File: src/rtl/shared_debounce_arbiter_pkg.sv
// shared_debounce_arbiter_pkg: shared constants, FSM state type and index-width helper
package shared_debounce_arbiter_pkg;

    localparam int DEBOUNCE_WAIT_BITS_27MHZ = 18;

    typedef enum logic {
        IDLE = 1'b0,
        HOLD = 1'b1
    } state_t;

    function automatic int idx_w(input int n);
        return (n > 2) ? $clog2(n) : 1;
    endfunction

endpackage

File: src/rtl/shared_debounce_arbiter_rr_pick.sv
// rr_pick: combinational round-robin picker, first set request at or after ptr, circularly
module rr_pick
    import shared_debounce_arbiter_pkg::*;
#(
    parameter int N = 4,
    parameter int W = idx_w(N)
) (
    input  logic [N-1:0] i_req,
    input  logic [W-1:0] i_ptr,
    output logic [W-1:0] o_grant,
    output logic         o_valid
);

    logic [W-1:0] w_idx;

    // scan from the farthest offset down so the nearest request to ptr wins
    always_comb begin
        o_grant = '0;
        o_valid = |i_req;
        w_idx   = '0;
        for (int k = N - 1; k >= 0; k--) begin
            w_idx = W'((int'(i_ptr) + k) % N);
            if (i_req[w_idx]) o_grant = w_idx;
        end
    end

endmodule

File: src/rtl/shared_debounce_arbiter.sv
// shared_debounce_arbiter: N-button debouncer sharing one lockout timer via round-robin grants
module shared_debounce_arbiter
    import shared_debounce_arbiter_pkg::*;
#(
    parameter int N_BTN       = 4,
    parameter int WAIT_BITS   = DEBOUNCE_WAIT_BITS_27MHZ,
    parameter int SYNC_STAGES = 2,
    localparam int IW         = idx_w(N_BTN)
) (
    input  logic             clk,
    input  logic             rst_n,
    input  logic [N_BTN-1:0] btn_raw,
    output logic [N_BTN-1:0] btn_level,
    output logic [N_BTN-1:0] btn_press,
    output logic [N_BTN-1:0] btn_release,
    output logic             busy,
    output logic [IW-1:0]    grant_idx
);

    logic [SYNC_STAGES-1:0][N_BTN-1:0] r_sync;
    logic [N_BTN-1:0]                  r_level, r_press, r_release;
    logic [IW-1:0]                     r_grant, r_ptr;
    logic [WAIT_BITS-1:0]              r_timer;
    logic                              r_busy;
    state_t                            r_state, w_next;
    logic [N_BTN-1:0]                  w_sync, w_pending;
    logic [IW-1:0]                     w_grant;
    logic                              w_valid, w_commit, w_done;

    assign w_sync    = r_sync[SYNC_STAGES-1];
    assign w_pending = w_sync ^ r_level;

    rr_pick #(.N(N_BTN), .W(IW)) u_pick (
        .i_req   (w_pending),
        .i_ptr   (r_ptr),
        .o_grant (w_grant),
        .o_valid (w_valid)
    );

    // raw inputs are asynchronous, so shift them through a synchronizer chain
    always_ff @(posedge clk or negedge rst_n) begin
        if (!rst_n) r_sync <= '0;
        else        r_sync <= {r_sync[SYNC_STAGES-2:0], btn_raw};
    end

    // state register
    always_ff @(posedge clk or negedge rst_n) begin
        if (!rst_n) r_state <= IDLE;
        else        r_state <= w_next;
    end

    // commit a pending button from IDLE; leave HOLD when the lockout timer tops out
    always_comb begin
        w_next   = r_state;
        w_commit = 1'b0;
        w_done   = 1'b0;
        if (r_state == IDLE && w_valid) begin
            w_commit = 1'b1;
            w_next   = HOLD;
        end else if (r_state == HOLD && &r_timer) begin
            w_done = 1'b1;
            w_next = IDLE;
        end
    end

    // levels, pulses, lockout timer and round-robin pointer; levels only move on a commit
    always_ff @(posedge clk or negedge rst_n) begin
        if (!rst_n) begin
            r_level   <= '0;
            r_press   <= '0;
            r_release <= '0;
            r_grant   <= '0;
            r_ptr     <= '0;
            r_timer   <= '0;
            r_busy    <= 1'b0;
        end else begin
            r_press   <= '0;
            r_release <= '0;
            if (w_commit) begin
                r_level[w_grant]   <= w_sync[w_grant];
                r_press[w_grant]   <= w_sync[w_grant];
                r_release[w_grant] <= ~w_sync[w_grant];
                r_grant            <= w_grant;
                r_timer            <= WAIT_BITS'(1);
                r_busy             <= 1'b1;
            end else if (w_done) begin
                r_timer <= '0;
                r_busy  <= 1'b0;
                r_ptr   <= (r_grant == IW'(N_BTN - 1)) ? '0 : r_grant + 1'b1;
            end else if (r_state == HOLD) begin
                r_timer <= r_timer + 1'b1;
            end
        end
    end

    assign btn_level   = r_level;
    assign btn_press   = r_press;
    assign btn_release = r_release;
    assign busy        = r_busy;
    assign grant_idx   = r_grant;

endmodule
File: config.mk
export PLATFORM = sky130hd
export DESIGN_NAME = shared_debounce_arbiter
export DESIGN_NICKNAME = d
export VERILOG_FILES = /design/src/rtl/shared_debounce_arbiter_pkg.sv /design/src/rtl/shared_debounce_arbiter_rr_pick.sv /design/src/rtl/shared_debounce_arbiter.sv
export SDC_FILE = /design/constraint.sdc
export NUM_CORES = 1
export LEC_CHECK = 0
export BUFFER_PORTS_ARGS = -buffer_cell sky130_fd_sc_hd__buf_2
export CAP_MARGIN = 30
export CORE_ASPECT_RATIO = 1.75
export CORE_MARGIN = 2
export CORE_UTILIZATION = 50
export CTS_BUF_LIST = sky130_fd_sc_hd__clkbuf_8
export CTS_CLUSTER_SIZE = 8
export DETAILED_ROUTE_END_ITERATION = 12
export MAX_ROUTING_LAYER = met4
export PLACE_DENSITY = 0.7
export SLEW_MARGIN = 40
export SYNTH_ARGS = -nofsm -noshare
export SYNTH_HDL_FRONTEND = slang
export SYNTH_SLANG_ARGS = --single-unit
File: constraint.sdc
create_clock -name clk -period 5.45 [get_ports clk]
set_input_delay 1.3625 -clock clk [delete_from_list [all_inputs] [get_ports clk]]
set_output_delay 1.3625 -clock clk [all_outputs]
set_load 0.02 [all_outputs]
==> results of run 1 <==
## per-stage QoR
stage,area [µm²],setup slack (ns)
finish,2220,2.83
global route,2220,2.74
CTS,2220,2.83
detailed placement,2110,3.15
global placement,2110,3.18
floorplan,1970,3.40
## worst max-delay path by stage
stage	end	startpoint	slack (ns)
2_1_floorplan	btn_level[0]$_DFFE_PN0P_	btn_level[1]$_DFFE_PN0P_	3.40
3_5_place_dp	busy	r_state$_DFFE_PN0P_	3.15
4_1_cts	busy	r_state$_DFFE_PN0P_	2.83
6_report	busy	r_state$_DFFE_PN0P_	2.83
3_3_place_gp	busy	r_state$_DFFE_PN0P_	3.18
5_1_grt	busy	r_state$_DFFE_PN0P_	2.74
## routing by layer
| metal | global-route usage, % | wire length (µm) | vias up |
|---|---|---|---|
| met2 | 37.3 | 2190 | 20 |
| met4 | 6.94 | 82 | 0 |
| met5 | - | 0 | - |
| met3 | 4.12 | 86 | 8 |
| li1 | - | - | 694 |
| met1 | 22.5 | 1500 | 697 |
## layout make-up
class                      count  area share [%]
timing repair buffer          20            4.62
clock inverter                 2            1.69
clock buffer                   5            3.10
inverter                      10            1.69
sequential                    43            48.5
multi-input combinational    126            37.7
tap                           48            2.70
## kinds of logic after synthesis
kind of cell               count (synthesis)  synth area share (%)
muxes                                      7                  4.00
and+or+nand+nor                           68                  18.4
adders and majority gates                  2                  1.27
xor gates and xnor gates                  11                  4.89
DFF                                       43                  54.6
buffers and inverters                     13                  2.92
AOI/OAI and AO/OA                         38                  14.0
## placed cells by master, fill, tap and decap left out, types with 2 or more instances in the layout
cell	n
sky130_fd_sc_hd__mux2_2	5
sky130_fd_sc_hd__nor4_1	4
sky130_fd_sc_hd__nand4_1	5
sky130_fd_sc_hd__mux2_1	2
sky130_fd_sc_hd__a21o_1	2
sky130_fd_sc_hd__or3_1	3
sky130_fd_sc_hd__clkbuf_8	5
sky130_fd_sc_hd__ha_1	2
sky130_fd_sc_hd__xnor2_1	5
sky130_fd_sc_hd__nor2_1	19
sky130_fd_sc_hd__o21ai_0	15
sky130_fd_sc_hd__nor2b_1	2
sky130_fd_sc_hd__xor2_1	6
sky130_fd_sc_hd__nand3_1	9
sky130_fd_sc_hd__buf_2	19
sky130_fd_sc_hd__dfrtp_1	43
sky130_fd_sc_hd__a32oi_1	2
sky130_fd_sc_hd__and2_1	2
sky130_fd_sc_hd__inv_1	10
sky130_fd_sc_hd__nand2_1	12
sky130_fd_sc_hd__o211ai_2	2
sky130_fd_sc_hd__a21oi_1	6
sky130_fd_sc_hd__nor3_1	3
## registers in the layout, summed over array words and instances (netlist names)
name,flops
btn_press,4
r_state,1
grant_idx,2
r_ptr,2
r_sync,4
btn_release,4
r_timer,18
w_sync,4
btn_level,4
## Yosys cell counts, types with 3 or more instances
library cell	instances
sky130_fd_sc_hd__nor4_1	4
sky130_fd_sc_hd__mux2_2	5
sky130_fd_sc_hd__nor2_1	19
sky130_fd_sc_hd__dfrtp_1	43
sky130_fd_sc_hd__a21oi_1	6
sky130_fd_sc_hd__or3_1	3
sky130_fd_sc_hd__nor3_1	3
sky130_fd_sc_hd__xnor2_1	5
sky130_fd_sc_hd__nand4_1	5
sky130_fd_sc_hd__xor2_1	6
sky130_fd_sc_hd__inv_1	10
sky130_fd_sc_hd__nand2_1	12
sky130_fd_sc_hd__nand3_1	9
sky130_fd_sc_hd__o21ai_0	15
## power by group through the flow
stage | Sequential (W) | Combinational, W | Clock [W]
floorplan | 0.000376 | 0.0000401 | 0
global placement | 0.000376 | 0.0000592 | 0
detailed placement | 0.000379 | 0.0000625 | 0
CTS | 0.000372 | 0.0000640 | 0.000244
global route | 0.000378 | 0.0000743 | 0.000258
finish | 0.000373 | 0.0000629 | 0.000239
==> results_dict.tcl, run 1 <==
set metrics [dict create \
    setup.worst_path.end_class "output port" \
    worstSetupPathDepth 1 \
    clkTransAtPathRegs_ns 0.08 \
    cp_top_family "flip-flops" \
    drc 0 \
    timing.reg2reg.setup_slack_ns 3.17 \
    synth.yosys.warnings 0 \
    antenna_cell_count 0 \
    antenna_found_initial 0 \
    post_synth_num_cell_types 44 \
    post_synth_main_area_contributors "sky130_fd_sc_hd__dfrtp_1 (55%), sky130_fd_sc_hd__o21ai_0 (3.8%), sky130_fd_sc_hd__nor2_1 (3.6%)" \
    initialDrtViolationCount 42 \
    min-delay-path-class "flip-flop to flip-flop" \
    instances_no_fill 254 \
    peakVddDrop_v 0.000255 \
    clk_latency_ns 0.29 \
    setup_tns_ns 0 \
    drv_cap 0 \
    die_area_um2 4480 \
    finalWeightedCongestion 0.853 \
    fillerInstances 344 \
    post_synth_instance_area_um2 1970 \
    synthesis.instances 182 \
    overall_power_of_the_completed_layout_w 0.000675 \
    floorplan.initialDensity_pct 51.5 \
    start_kind "flip-flop" \
    hold_ws_ns 0.359 \
    crit_path_max_incr_delay_ns 0.70 \
    critical_path.reg2reg.endpoint "btn_level[2]$_DFFE_PN0P_" \
    clock_power_share_pct 35.3 \
    worstRegToRegCells 5 \
    crit_required_ns 4.09 \
    vias 1419 \
    power.static_leakage_nw 1.06 \
    multi_input_logic_area_um2 838 \
    drt-wirelength-per-cell_um 15.2 \
    status "completed" \
    postRouteWirelength_um 3870 \
    horizontal_die_dimension_um 51.5 \
    cts_root_buffer "sky130_fd_sc_hd__clkbuf_8" \
    dpl.cell_count 247 \
    cts-root-to-sink-buffers 2 \
    pwr-share-seq_pct 55.3 \
    post_synth.cell_area_avg_um2 10.8 \
    hold_crit_start "r_sync[0]$_DFF_PN0_" \
    power.combinational.fraction_pct 9.3 \
    grt_pass1_wl_um 6780 \
    relSlewSlack_pct 55.1 \
    switching_share_pct 25.2 \
    finalClockSkew_ns 0.00483 \
    flip_flop_cell_with_the_highest_count_after_synthesis "sky130_fd_sc_hd__dfrtp_1" \
    cts.repair_timing.setup_buffer_count 0 \
    pwr_dens_nw_per_um2 304 \
    min_to "w_sync[0]$_DFF_PN0_" \
    synthDominantAreaCellType "sky130_fd_sc_hd__dfrtp_1" \
    regArea_um2 1080 \
    rsz0062_at_grt "no" \
    final_period_minus_worst_setup_slack_ns 2.62 \
    cts-buffers-inserted 5 \
    yosys.area.top_type_share_pct 54.6 \
    grt_overflow 0 \
    rows 30 \
    avgViaCountPerCell 5.59 \
    groute.usage.overall_pct 20.9 \
    synth-seq-cells 43 \
    cp_data_arrival_time_ns 1.26 \
    synth-edff-count 0 \
    io_buffer_count 20 \
    critical_path.slowest_cell "sky130_fd_sc_hd__dfrtp_1" \
    finish.utilization_pct 58.0 \
    synthArstFlopShare_pct 100 \
    vias_in_the_first_global_route 1490 \
    min_path_cells 0 \
    critical_path.n_buffers_inverters 1 \
    achievable-frequency_mhz 381 \
    dieHeight_um 87.1 \
    finalNetCount 214 \
    postSynthNetCount 190 \
    timing.final.setup_violations 0 \
    cts.sink_count 43 \
    dp.final_hpwl_um 2810 \
    cts_tree "built" \
    pin_count_of_the_biggest_net_entering_global_routing 44 \
    drt_pass1_iterations 4 \
    path_class "flip-flop to output port" \
    sequential_area_share_after_synthesis_pct 54.6 \
    ioPinCount 21 \
    final_layout_size_suffix_gt1_share_pct 19.4 \
    cp_max_fo 16 \
    cell_breakdown_of_the_critical_path "buf_2" \
    worst_slew_pin_slew_ns 0.668 \
    power.net_switching_w 0.000170 \
    cts_hold_buf 0 \
    area_growth_syn_to_layout_pct 12.6 \
    final_antenna_net_count 0 \
    final-hold-violation-count 0 \
    intPower_w 0.000505 \
    cts.htree.levels 2 \
    cts.repair.resized 0 \
    final_min_period_over_clock_period_pct 48.1 \
    crit-reg2reg-launch "btn_level[2]$_DFFE_PN0P_" \
    drv_slew 0 \
    coreArea_um2 3830 \
]
Power figures use the tool's default switching activity.
==> inputs of run 2 (changes only) <==
==> constraint.sdc (replaced) <==
create_clock -name clk -period 2.5 [get_ports clk]
set_input_delay 0.625 -clock clk [delete_from_list [all_inputs] [get_ports clk]]
set_output_delay 0.625 -clock clk [all_outputs]
set_load 0.02 [all_outputs]
==> run 2 against run 1 <==
  * Cell count is 1.6% higher
  * Register-to-register slack worse by 2.9 ns
  * Largest power group unchanged
  * Via count is 2.0% higher
==> results_dict.tcl, run 2 (same netlist as run 1, synthesis figures left out) <==
set metrics [dict create \
    grt_pass1_wl_um 6450 \
    finalWeightedCongestion 0.853 \
    avgViaCountPerCell 5.61 \
    final_layout_size_suffix_gt1_share_pct 21.0 \
    final_antenna_net_count 0 \
    vias_in_the_first_global_route 1431 \
    cts.htree.levels 2 \
    start_kind "flip-flop" \
    achievable-frequency_mhz 455 \
    clkTransAtPathRegs_ns 0.08 \
    place_ws_ns 0.275 \
    dpl.cell_count 251 \
    timing.reg2reg.setup_slack_ns 0.30 \
    drv_cap 0 \
    final_critical_path_setup_slack_ns 0.302 \
    cts-root-to-sink-buffers 2 \
    die_area_um2 4480 \
    clk_latency_ns 0.29 \
    finalClockSkew_ns 0.00576 \
    crit_required_ns 2.68 \
    ioPinCount 21 \
    largest_register_ffs 18 \
    status "completed" \
    drc 0 \
    pwr_dens_nw_per_um2 652 \
    power.static_leakage_nw 1.08 \
    final-hold-violation-count 0 \
    cts-buffers-inserted 5 \
    path_class "flip-flop to flip-flop" \
    io_buffer_count 20 \
    finalNetCount 218 \
    coreArea_um2 3830 \
    pin_count_of_the_biggest_net_entering_global_routing 26 \
    antenna_found_initial 0 \
    cts.repair.resized 0 \
    cts.repair_timing.setup_buffer_count 0 \
    postRouteWirelength_um 3810 \
    cts_root_buffer "sky130_fd_sc_hd__clkbuf_8" \
    layout_common_cells "sky130_fd_sc_hd__dfrtp_1 (43), sky130_fd_sc_hd__buf_2 (20), sky130_fd_sc_hd__nor2_1 (19)" \
    critical_path.reg2reg.endpoint "btn_level[2]$_DFFE_PN0P_" \
    cts_tree "built" \
    rsz0062_at_grt "no" \
    antenna_cell_count 0 \
    grt_overflow 0 \
    final_period_minus_worst_setup_slack_ns 2.20 \
    area_growth_syn_to_layout_pct 14.0 \
    crit-reg2reg-launch "btn_level[2]$_DFFE_PN0P_" \
    worstRegToRegCells 5 \
    cp_data_arrival_time_ns 2.38 \
    dieHeight_um 87.1 \
    floorplan.initialDensity_pct 51.5 \
    dp.final_hpwl_um 2900 \
    setup.worst_path.end_class "flip-flop" \
    drt-wirelength-per-cell_um 14.8 \
    groute.usage.overall_pct 20.0 \
    final_common_cell "sky130_fd_sc_hd__dfrtp_1" \
    vias 1448 \
    initialDrtViolationCount 34 \
    cts.sink_count 43 \
    relSlewSlack_pct 59.9 \
    cp_max_fo 4 \
    worst_slew_pin_slew_ns 0.596 \
    rows 30 \
    setup_tns_ns 0 \
    peakVddDrop_v 0.000471 \
    instances_no_fill 258 \
    timing.final.setup_violations 0 \
    min-delay-path-class "input port to async pin" \
    fillerInstances 328 \
    final_min_period_over_clock_period_pct 87.9 \
    horizontal_die_dimension_um 51.5 \
    cts_hold_buf 0 \
    top_register "r_timer" \
    drt_pass1_iterations 4 \
    drv_slew 0 \
]
==> run 2: report_power, final <==
group / leakage [nW] / switching [W] / internal [W]
sequential: 0.563 / 0.0000618 / 0.000752
combinational: 0.466 / 0.0000785 / 0.0000574
clock: 0.0502 / 0.000223 / 0.000292
total: 1.08 / 0.000364 / 0.00110
==> run 2: critical path, stage by stage, from the launching register on <==
cell	delay, ns
sky130_fd_sc_hd__dfrtp_1	0.41
sky130_fd_sc_hd__xor2_1	0.34
sky130_fd_sc_hd__a21oi_1	0.14
sky130_fd_sc_hd__o211a_1	0.27
sky130_fd_sc_hd__nor4_1	0.53
sky130_fd_sc_hd__mux2_2	0.39
==> run 2: routing by layer <==
layer | global-route usage (%) | wire length [µm] | vias to the layer above
met1 | 21.5 | 1490 | 697
met5 | - | 0 | -
met2 | 34.5 | 2070 | 34
met4 | 10.0 | 119 | 0
met3 | 3.44 | 130 | 14
li1 | - | - | 703
==> run 2: stage by stage <==
step / util (%) / hold WS, ns / total power [W] / cell area (µm²)
after floorplan: - / 0.329 / 0.000907 / 1970
after global placement: 55.9 / 0.337 / 0.000955 / 2140
after detailed placement: 55.9 / 0.338 / 0.000965 / 2140
after CTS: 58.7 / 0.279 / 0.00148 / 2250
after global routing: 58.7 / 0.296 / 0.00154 / 2250
final: 58.7 / 0.270 / 0.00147 / 2250
==> run 2: area by class of cell <==
class                      instances  area [µm²]  share of cell area [%]
multi-input combinational        126         838                    37.3
sequential                        43        1080                    47.9
timing repair buffer              24         130                    5.79
clock buffer                       5        68.8                    3.06
inverter                          10        37.5                    1.67
clock inverter                     2        37.5                    1.67
tap                               48        60.1                    2.67
==> run 2: worst max path at each step <==
stage                             start                        to  slack, ns  cells past startpoint
3_3_place_gp   btn_level[2]$_DFFE_PN0P_  btn_level[2]$_DFFE_PN0P_       0.36                      5
3_5_place_dp   btn_level[2]$_DFFE_PN0P_  btn_level[2]$_DFFE_PN0P_       0.27                      5
6_report       btn_level[2]$_DFFE_PN0P_  btn_level[2]$_DFFE_PN0P_       0.30                      5
2_1_floorplan  btn_level[1]$_DFFE_PN0P_  btn_level[0]$_DFFE_PN0P_       0.45                      6
4_1_cts        btn_level[2]$_DFFE_PN0P_  btn_level[2]$_DFFE_PN0P_       0.26                      5
5_1_grt        btn_level[2]$_DFFE_PN0P_  btn_level[2]$_DFFE_PN0P_       0.09                      5
==> inputs of run 3 (changes only) <==
--- a/config.mk
+++ b/config.mk
@@ -5,6 +5,7 @@
 export SDC_FILE = /design/constraint.sdc
 export NUM_CORES = 1
 export LEC_CHECK = 0
+export ABC_CLOCK_PERIOD_IN_PS = 2500
 export BUFFER_PORTS_ARGS = -buffer_cell sky130_fd_sc_hd__buf_2
 export CAP_MARGIN = 30
 export CORE_ASPECT_RATIO = 1.75
@@ -15,6 +16,7 @@
 export DETAILED_ROUTE_END_ITERATION = 12
 export MAX_ROUTING_LAYER = met4
 export PLACE_DENSITY = 0.7
+export REMOVE_ABC_BUFFERS = 1
 export SLEW_MARGIN = 40
 export SYNTH_ARGS = -nofsm -noshare
 export SYNTH_HDL_FRONTEND = slang
==> run 3 against run 2 <==
  * Setup slack improved by 0.11 ns
  * Sequential share of layout area decreased by 0.55 points
  * Register-to-register slack improved by 0.11 ns
  * Clock power increased by 22%
  * Highest routed layer unchanged
  * Utilization increased by 0.69 points
  * Maximum frequency increased by 5.2%
  * Non-clock buffer count unchanged
  * Final area increased by 1.2%
  * Flip-flop and latch count unchanged
  * Global-route usage increased by 1.4 points
  * Largest power group unchanged
  * Combinational power about the same
==> results_dict.tcl, run 3 (same netlist as run 1, synthesis figures left out) <==
set metrics [dict create \
    status "completed" \
    ioPinCount 21 \
    worstRegToRegCells 6 \
    power.static_leakage_nw 1.10 \
    rows 30 \
    cts_hold_buf 0 \
    vias_in_the_first_global_route 1536 \
    crit-reg2reg-launch "r_timer[0]$_DFFE_PN0P_" \
    final_period_minus_worst_setup_slack_ns 2.09 \
    cell_breakdown_of_the_critical_path "ha_1, nand4_1, nor3_1, nand2_1, nor2_1, mux2_2" \
    final_common_cell "sky130_fd_sc_hd__dfrtp_1" \
    instances_no_fill 259 \
    drt-wirelength-per-cell_um 15.6 \
    finalNetCount 218 \
    cts_tree "built" \
    cts.sink_count 43 \
    dieHeight_um 87.1 \
    vias 1472 \
    io_buffer_count 20 \
    cts-root-to-sink-buffers 2 \
    relSlewSlack_pct 59.0 \
    critical_path.slowest_cell "sky130_fd_sc_hd__dfrtp_1" \
    final-hold-violation-count 0 \
    cts.repair.resized 0 \
    die_area_um2 4480 \
    dpl.cell_count 251 \
    hold_ws_ns 0.235 \
    top_register "r_timer" \
    dp.final_hpwl_um 3070 \
    peakVddDrop_v 0.000471 \
    antenna_found_initial 0 \
    worst_slew_pin_slew_ns 0.615 \
    area_growth_syn_to_layout_pct 15.4 \
    grt_overflow 0 \
    layout_common_cells "sky130_fd_sc_hd__dfrtp_1 (43), sky130_fd_sc_hd__buf_2 (20), sky130_fd_sc_hd__nor2_1 (19)" \
    cp_data_arrival_time_ns 2.27 \
    min-delay-path-class "input port to async pin" \
    start_kind "flip-flop" \
    largest_register_ffs 18 \
    floorplan.initialDensity_pct 51.5 \
    setup.worst_path.end_class "flip-flop" \
    setup_tns_ns 0 \
    drt_pass1_iterations 4 \
    initialDrtViolationCount 26 \
    final_antenna_net_count 0 \
    coreArea_um2 3830 \
    drc 0 \
    pwr_dens_nw_per_um2 694 \
    cts.htree.levels 2 \
    rsz0062_at_grt "no" \
    horizontal_die_dimension_um 51.5 \
    crit_required_ns 2.68 \
    clk_latency_ns 0.29 \
    timing.reg2reg.setup_slack_ns 0.41 \
    achievable-frequency_mhz 479 \
    crit_path_max_incr_delay_ns 0.42 \
    groute.usage.overall_pct 21.4 \
    cp_max_fo 6 \
    grt_pass1_wl_um 6910 \
    final_layout_size_suffix_gt1_share_pct 20.9 \
    avgViaCountPerCell 5.68 \
    postRouteWirelength_um 4040 \
    drv_slew 0 \
    antenna_cell_count 0 \
    critical_path.reg2reg.endpoint "r_ptr[1]$_DFFE_PN0P_" \
    finalWeightedCongestion 0.895 \
    fillerInstances 324 \
    cts-buffers-inserted 5 \
    pin_count_of_the_biggest_net_entering_global_routing 29 \
    timing.final.setup_violations 0 \
    cts.repair_timing.setup_buffer_count 0 \
    final_min_period_over_clock_period_pct 83.6 \
    cts_root_buffer "sky130_fd_sc_hd__clkbuf_8" \
    path_class "flip-flop to flip-flop" \
    clkTransAtPathRegs_ns 0.08 \
    drv_cap 0 \
    finalClockSkew_ns 0.00558 \
]
==> run 3: cell types whose count changed in the layout (fill, tap and decap cells not counted) <==
cell,previous run,this run
sky130_fd_sc_hd__bufinv_16,1,2
sky130_fd_sc_hd__inv_1,10,11
sky130_fd_sc_hd__clkinvlp_4,1,0
==> run 3: report_power, final <==
part	internal (W)	leakage [nW]	total, W	switching (W)
sequential	0.000752	0.563	0.000815	0.0000623
clock	0.000395	0.0695	0.000627	0.000231
combinational	0.0000575	0.466	0.000137	0.0000800
==> run 3: how the worst max path moves through the flow <==
stage                               end                   start  cells after the start
2_1_floorplan      r_ptr[0]$_DFFE_PN0P_  r_timer[0]$_DFFE_PN0P_                      6
4_1_cts        btn_level[3]$_DFFE_PN0P_     w_sync[2]$_DFF_PN0_                      5
3_3_place_gp       r_ptr[1]$_DFFE_PN0P_  r_timer[0]$_DFFE_PN0P_                      6
5_1_grt            r_ptr[1]$_DFFE_PN0P_  r_timer[0]$_DFFE_PN0P_                      6
3_5_place_dp   btn_level[3]$_DFFE_PN0P_     w_sync[2]$_DFF_PN0_                      5
6_report           r_ptr[1]$_DFFE_PN0P_  r_timer[0]$_DFFE_PN0P_                      6
==> run 3: final cells by class <==
class	instances	area [µm²]	area share [%]
clock buffer	5	68.8	3.03
inverter	10	37.5	1.65
tap	48	60.1	2.64
sequential	43	1080	47.3
multi-input combinational	126	838	36.9
timing repair buffer	24	130	5.72
clock inverter	3	63.8	2.81
==> run 3: layer usage <==
metal | part of all wire, % | up-vias | track usage (%)
li1 | - | 707 | -
met1 | 38 | 728 | 23.0
met2 | 58 | 31 | 38.6
met3 | 2.5 | 6 | 3.09
met4 | 1.5 | 0 | 8.13
met5 | 0 | - | -
==> run 3: stage by stage <==
step	area (µm²)	utilization (%)	power, W	worst slack [ns]
2_1_floorplan	1950	-	0.000907	0.520
3_3_place_gp	2140	55.9	0.000955	0.490
3_5_place_dp	2140	55.9	0.000967	0.400
4_1_cts	2270	59.4	0.00159	0.393
5_1_grt	2270	59.4	0.00166	0.231
6_report	2270	59.4	0.00158	0.411
==> run 3: worst max-delay path: cells and delay by family (launching register included) <==
| kind | cells | cell delay [ns] |
|---|---|---|
| fa+ha+maj | 1 | 0.23 |
| flops | 1 | 0.42 |
| simple gates | 4 | 0.97 |
| mux | 1 | 0.37 |
